--- src/rtl/pc_predictor_gshare.sv ---
// pc_predictor_gshare: next-PC generator with bimodal/gshare saturating-counter branch prediction
module pc_predictor_gshare #(
  parameter int          INDEX_BITS = 8,
  parameter int          CTR_BITS   = 2,
  parameter int          HIST_LEN   = 8,
  parameter int          INDEX_MODE = 1,
  parameter logic [31:0] RESET_PC   = 32'h0
) (
  input  logic        clk,
  input  logic        rst_n,
  input  logic        ena,
  input  logic        in_fetcher_ena,
  input  logic [31:0] in_last_pc,
  input  logic [31:0] in_last_inst,
  output logic [31:0] out_next_pc,
  output logic        out_next_taken,
  input  logic        in_update_valid,
  input  logic [31:0] in_update_pc,
  input  logic        in_update_taken,
  input  logic        in_misbranch,
  input  logic [31:0] in_correct_address,
  output logic        out_clear_all
);
  localparam int DEPTH = 1 << INDEX_BITS;
  localparam logic [CTR_BITS-1:0] CTR_INIT = CTR_BITS'((1 << (CTR_BITS - 1)) - 1);
  localparam logic [CTR_BITS-1:0] CTR_MAX  = '1;
  logic [CTR_BITS-1:0]   ctr [DEPTH];
  logic [HIST_LEN-1:0]   hist, hist_next;
  logic [INDEX_BITS-1:0] hist_mix, fetch_idx, upd_idx;
  logic [CTR_BITS-1:0]   upd_cur, upd_next;
  logic [31:0]           b_imm, j_imm, next_pc;
  logic                  predict, is_branch, is_jal, next_taken;
  logic                  unused_bits;
  assign unused_bits = ^{in_update_pc[31:INDEX_BITS+2], in_update_pc[1:0]};
  assign hist_mix  = (INDEX_MODE != 0) ? INDEX_BITS'(hist) : '0;
  assign fetch_idx = in_last_pc[INDEX_BITS+1:2] ^ hist_mix;
  assign upd_idx   = in_update_pc[INDEX_BITS+1:2] ^ hist_mix;
  assign predict   = ctr[fetch_idx][CTR_BITS-1];
  assign upd_cur   = ctr[upd_idx];
  assign upd_next  = in_update_taken ? ((upd_cur == CTR_MAX) ? upd_cur : upd_cur + 1'b1)
                                     : ((upd_cur == '0) ? upd_cur : upd_cur - 1'b1);
  // Shifting through a one-bit-wider vector keeps HIST_LEN=1 legal
  assign hist_next = HIST_LEN'({hist, in_update_taken});
  assign b_imm = {{20{in_last_inst[31]}}, in_last_inst[7], in_last_inst[30:25], in_last_inst[11:8], 1'b0};
  assign j_imm = {{12{in_last_inst[31]}}, in_last_inst[19:12], in_last_inst[20], in_last_inst[30:21], 1'b0};
  assign is_branch  = in_last_inst[6:0] == 7'b1100011;
  assign is_jal     = in_last_inst[6:0] == 7'b1101111;
  assign next_pc    = is_branch ? (predict ? in_last_pc + b_imm : in_last_pc + 32'd4)
                    : is_jal ? in_last_pc + j_imm : in_last_pc + 32'd4;
  assign next_taken = is_branch ? predict : is_jal;
  assign out_clear_all = in_misbranch;
  always_ff @(posedge clk or negedge rst_n) begin
    if (!rst_n) begin
      out_next_pc    <= RESET_PC;
      out_next_taken <= 1'b0;
      hist           <= '0;
      for (int i = 0; i < DEPTH; i++) ctr[i] <= CTR_INIT;
    end else if (ena) begin
      if (in_misbranch) begin
        out_next_pc    <= in_correct_address;
        out_next_taken <= 1'b0;
      end else if (in_fetcher_ena) begin
        out_next_pc    <= next_pc;
        out_next_taken <= next_taken;
      end
      if (in_update_valid) begin
        ctr[upd_idx] <= upd_next;
        hist         <= hist_next;
      end
    end
  end
endmodule
--- config.mk ---
export PLATFORM = sky130hd
export DESIGN_NAME = pc_predictor_gshare
export DESIGN_NICKNAME = d
export VERILOG_FILES = /design/src/rtl/pc_predictor_gshare.sv
export SDC_FILE = /design/constraint.sdc
export NUM_CORES = 2
export LEC_CHECK = 0
export ABC_AREA = 1
export CAP_MARGIN = 20
export CORE_ASPECT_RATIO = 2
export CORE_MARGIN = 2
export CORE_UTILIZATION = 30
export DETAILED_ROUTE_END_ITERATION = 10
export GPL_TIMING_DRIVEN = 1
export PLACE_DENSITY = 0.57
export SYNTH_ARGS = -nofsm -noshare
export SYNTH_HDL_FRONTEND = slang
export SYNTH_SLANG_ARGS = --single-unit
--- constraint.sdc ---
create_clock -name clk -period 4.45 [get_ports clk]
set_clock_uncertainty 0.05 [all_clocks]
set_input_delay 0.445 -clock clk [delete_from_list [all_inputs] [get_ports clk]]
set_output_delay 0.445 -clock clk [all_outputs]
set_load 0.01 [all_outputs]
# Word level (Yosys, flattened, before mapping)
# Cells that the tools add are included.
# W data, S select, Z words.
totals:
  register_bits: 553
  word_cells: 299
  out_inout_bits: 34
classes:
  n_bitwise: 4
  magnitude_cmp: 3
  muxes: 20
  reduce_logical: 5
  n_eq_ne: 3
  add_sub_neg: 5
ops:
  columns: ["operator", "count"]
  rows:
  - ["$bwmux W512", 1]
  - ["$mux W32", 5]
  - ["$add A32 B32 Y32", 2]
  - ["$add A32 B3 Y32 const B", 1]
  - ["$bmux W2 S8", 2]
  - ["$ge A9 B9 Y1 const B", 2]
  - ["$not A8 Y9", 2]
  - ["$demux W2 S8", 1]
  - ["$mux W2", 8]
  - ["$xor A8 B8 Y8", 2]
  - ["$eq A7 B7 Y1 const B", 2]
  - ["$lt A9 B1 Y1 const B", 1]
  - ["$reduce_and A2 Y1", 2]
  - ["$mux W1", 3]
  - ["$add A2 B1 Y2 const B", 1]
  - ["$eq A2 B2 Y1 const B", 1]
  - ["$logic_not A2 Y1", 1]
  - ["$reduce_bool A2 Y1", 1]
  - ["$sub A2 B1 Y2 const B", 1]
  - ["$logic_and A1 B1 Y1", 1]

# Logic depth before layout (Yosys ltp)
logic_depth:
  word_depth: 9
  ltp_mapped: 24
  ltp_nobuf: 20

# Least setup slack after synthesis
# Ideal clock, no wire load.
synth_path:
  kind: "input-to-reg"
  from: "input port in_last_pc[1]"
  to: "register out_next_pc[19]"
  t_arrival_ns: 2.661
  cell_stages: 16
  setup_ns: 0.116
  t_required_ns: 4.284
  slack_ns: 1.622
  n_path_buf: 0
  cell_sequence: "ha_1 > inv_1 > fa_1 > inv_1 > nand2_1 > o21ai_0 > a21oi_1 > o21ai_0 > a21oi_1 > or2_2 > nand3_1 > o21ai_0 > a21oi_1 > nand2_1 > nand2_1 > nand2_1"
synth_between:
  elab_chain_len: 5
synth_lines:
  columns: ["element", "line_no", "rtl"]
  rows:
  - ["start: declaration", "13", "input logic [31:0] in_last_pc,"]
  - ["$add A32 B3 Y32, or another cell as far along", "48, 49", null]
  - ["$mux W32 (on tied branches)", "49, 48", null]
  - ["$mux W32 (*)", "48", "assign next_pc = is_branch ? (predict ? in_last_pc + b_imm : in_last_pc + 32'd4)"]
  - ["$mux W32 (*)", "62", "end else if (in_fetcher_ena) begin"]
  - ["$mux W32 (*)", "59", "if (in_misbranch) begin"]
  - ["end signal: assignment", "60", "out_next_pc <= in_correct_address;"]
  - ["end signal: assignment", "63", "out_next_pc <= next_pc;"]
  - ["end: declaration", "15", "output logic [31:0] out_next_pc,"]
# Every way passes the cells marked *; elsewhere a longest branch is shown, timed or not. The select of a mux whose other input is x is not followed.
# A chain may end at the register's enable or synchronous reset.

# Final worst setup path
layout_path:
  from: "register hist[1]"
  to: "register out_next_pc[17]"
layout_between:
  elab_chain_len: 9
layout_lines:
  columns: ["element", "line_no", "rtl"]
  rows:
  - ["start: declaration", "28", "logic [HIST_LEN-1:0] hist, hist_next;"]
  - ["start signal: assignment", "68", "hist <= hist_next;"]
  - ["$xor A8 B8 Y8", "36", "assign fetch_idx = in_last_pc[INDEX_BITS+1:2] ^ hist_mix;"]
  - ["$not A8 Y9 (not written as such)", "38", "assign predict = ctr[fetch_idx][CTR_BITS-1];"]
  - ["$bmux W2 S8", "38", null]
  - ["$mux W2 (not written as such) (2 in series)", "38", null]
  - ["$mux W32 (2 in series)", "48", null]
  - ["$mux W32", "62", null]
  - ["$mux W32", "59", null]
# Every way passes these cells. The select of a mux whose other input is x is not followed.

==> impl_results.md <==
- Die Area: between 100000 and 150000 µm²
- Initial antenna violation count: 23
- Worst slew pin tran: 1050 ps
- Final ANT Viol Nets: 0
- Clk buf depth: 3
- Fin area: approximately 44000 µm²
- GR Overflow Total: 0
- Crit-path leading delay family: simple AND/OR/NAND/NOR gates
- R2R Path Start: hist[1]
- Die width: 251 µm
- Slowest stage delay, CP: approximately 700 ps
- DRC Markers: 0
- Port Buffers: about 140
- Cell area after placement: about 42000 µm²
- Slowest cell on crit path: dfrtp_1
- Worst path bufs/invs: 3
- Synth top area share: 0.253
- FF+latch count, synth: about 550
- Tmin final: 4320 ps
- Worst path depth: 17
- DRT iter0 DRCs: around 3700
- Pleak: approximately 20 nW
- GP Congestion: around 1.0
- Maximum clock rate: approximately 230 MHz
- Hold/Removal Path Class: in2async
- DR vias/cell: roughly 5.4
- Unique masters post-synth: between 40 and 50
- First-pass GRT wire length: around 270 mm
- DP Wirelength: ~120 mm
- Seq/Total Area, Yosys: 0.386
- Worst path cell trace: buf_4 > xnor2_2 > buf_12 > nand3_1 > nand3_1 > nand3_1 > nand3_1 > nand3_1 > nand3_1 > nand3_1 > nand2_1 > buf_12 > nand2_1 > nand3_1 > nand2_1 > nand2_1 > nand2_1
- Core Area: ~120000 µm²
- Chip height: about 500 µm
- Pin count of the biggest net entering global routing: roughly 140
- Number of synthesized flops with an enable pin: 0
- Final Non-Filler Cells: 7577
- Avg Inst Size Synth: around 6.4 µm²
- R2r worst-path depth: 17
- CP Capture Type: flip-flop
- Most used cell, CP: nand3_1
- Final Total Pwr: between 15 and 20 mW
- Resized cells post-CTS: 0
- Syn nets: 5958
- Clock Latency Late Sink: 690 ps
- Crit path from: hist[1]
- Final Core Density: 0.362
- Max Cap Violations: 0
- CP endpoint: out_next_pc[17]
- Clock sinks: around 550
- Crit start category: flip-flop
- Routed len/inst: 23.8 µm
- Slew Viols, Final: 0
- Wirelength, routed: 180 mm
- Final period util: 0.970
- Root Buffer: clkbuf_16
- Setup CP Type: reg2reg
- Row cnt: between 150 and 200
- Largest cells by area after synthesis: nand2_1 (25%), dfrtp_1 (20%), dfstp_2 (18%)
- Clock-pin slew on the worst setup and hold paths: approximately 80 ps
- Worst path required time: slightly below 5000 ps
- Post-CTS Setup Inserts: 0
- Io pins: about 170
- TritonRoute pass-1 iters: 8
- Ys async rst share: 1.00
- Unrepaired setup endpoints after global routing: false
- Reg2Reg Setup Slack: 130 ps
- Syn-to-layout area delta: 19.7%
- CTS H-tree depth: 2
- Worst reg2reg endpoint: out_next_pc[17]
- Syn Inst Count: ~5800
- Synthesized area: between 30000 and 40000 µm²
- Peak supply drop: between 300 and 400 µV
- Setup Viol. Count Final: 0
- Slew headroom: 0.296
- Starting density of the core: 0.302
- Final Hold Vio Count: 0
- Post-synth top flop: dfrtp_1
- Share of layout cells above drive strength 1: 0.117
- Status: finished, final reports clean
- Cell accounting for the most synthesized area: nand2_1
- Power Density: between 400 and 500 nW/µm²
- CTS Buf Count: 52
- Fin nets: ~6100
- GRT Overall Usage: 0.289
- Placed cells: 7457
- CTS tree: built
- Top fanout value on the critical path: 32
- Synth warn: 0
- CTS Hold Buffers Added: 1
- DR vias: roughly 40000
- Vias in the first global route: about 40000
- Data arrival, critical path: 4830 ps
## placed cells by master, fill, tap and decap left out, types with 53 or more instances in the layout
| cell type | netlist | layout |
|---|---|---|
| nand2_1 | 2474 | 2467 |
| nand3_1 | 708 | 708 |
| inv_1 | 560 | 559 |
| nor2_1 | 395 | 390 |
| dfrtp_1 | 297 | 297 |
| dfstp_2 | 256 | 256 |
| buf_4 | 2 | 223 |
| nor3_1 | 216 | 216 |
| clkdlybuf4s50_1 | 0 | 143 |
| o21ai_0 | 132 | 129 |
| a21oi_1 | 110 | 110 |
| buf_12 | 0 | 65 |
| nand4_1 | 61 | 61 |
| clkbuf_16 | 0 | 53 |
## synthesized netlist by cell type, types with 2 or more instances
cell and n:
nor3_1 216, o211ai_1 12, nand3b_1 3, nor4_1 7
o21ai_0 132, buf_1 24, nor2_4 2, a21oi_1 110
inv_1 560, o21bai_1 2, o21ai_1 37, nand2_1 2474
a31oi_1 8, a21o_1 8, dfrtp_1 297, a221oi_1 3
xnor2_1 27, a22oi_1 11, dfstp_2 256, fa_1 2
xor2_1 42, inv_2 3, ha_1 44, and3_1 3
clkbuf_1 170, nor2_1 395, or2_2 37, a21boi_0 3
nand4_1 61, buf_4 2, nand3_1 708, buf_2 109
## registers in the layout (all words and copies together) (netlist names)
name / cells
ctr: 512
out_next_pc: 32
hist: 8
out_next_taken: 1
## layout make-up
| cell class | instances | area (µm²) |
|---|---|---|
| fillers | 13000 | 77500 |
| multi-input cells | 4355 | 19300 |
| flip-flops and latches | 553 | 14200 |
| repair buffers | 434 | 4440 |
| inverters | 564 | 2120 |
| well taps | 1555 | 1950 |
| clock buffers | 72 | 1520 |
| clock inverters | 25 | 395 |
| diodes | 19 | 47.5 |
## how the worst min path moves through the flow
stage / from / end / cells past startpoint
floorplan: rst_n / ctr[101] / 0
global placement: rst_n / ctr[67] / 1
detailed placement: rst_n / ctr[67] / 1
CTS: rst_n / ctr[67] / 2
global route: rst_n / ctr[67] / 2
finish: rst_n / ctr[67] / 2
## power by group
part	internal, mW	total (mW)	switching [mW]
registers	5.82	6.21	0.390
logic	2.54	8.14	5.60
clock network	2.97	5.28	2.31
total	11.3	19.6	8.30
## per-stage QoR
step	setup WS [ps]	TNS, ps	hold slack (ps)
after detailed placement	-58.0	-5490	337
after global routing	21.1	0	237
after global placement	2.63	0	338
after floorplan	1620	0	99.4
after CTS	398	0	240
final	134	0	204
## layer usage
metal / track usage / part of all wire / vias up / routed length [µm]
li1: - / - / 18500 / -
met1: 0.292 / 0.33 / 19300 / 58900
met2: 0.475 / 0.47 / 2172 / 85100
met3: 0.0780 / 0.084 / 862 / 15200
met4: 0.281 / 0.12 / 14 / 21000
met5: 0 / 0.00040 / - / 73
## cell families (layout without fill, tap and decap cells)
kind of cell               Yosys count  count (layout)  share of synthesized area
AOI/OAI and AO/OA                  331             331                     0.0486
xor gates and xnor gates            70              70                     0.0172
adders and majority gates           46              46                     0.0161
buffers and inverters              869            1095                     0.0928
DFF                                553             553                      0.386
other                                0              19                          0
and+or+nand+nor                   3908            3908                      0.439
(Power assumes the default switching activity.)
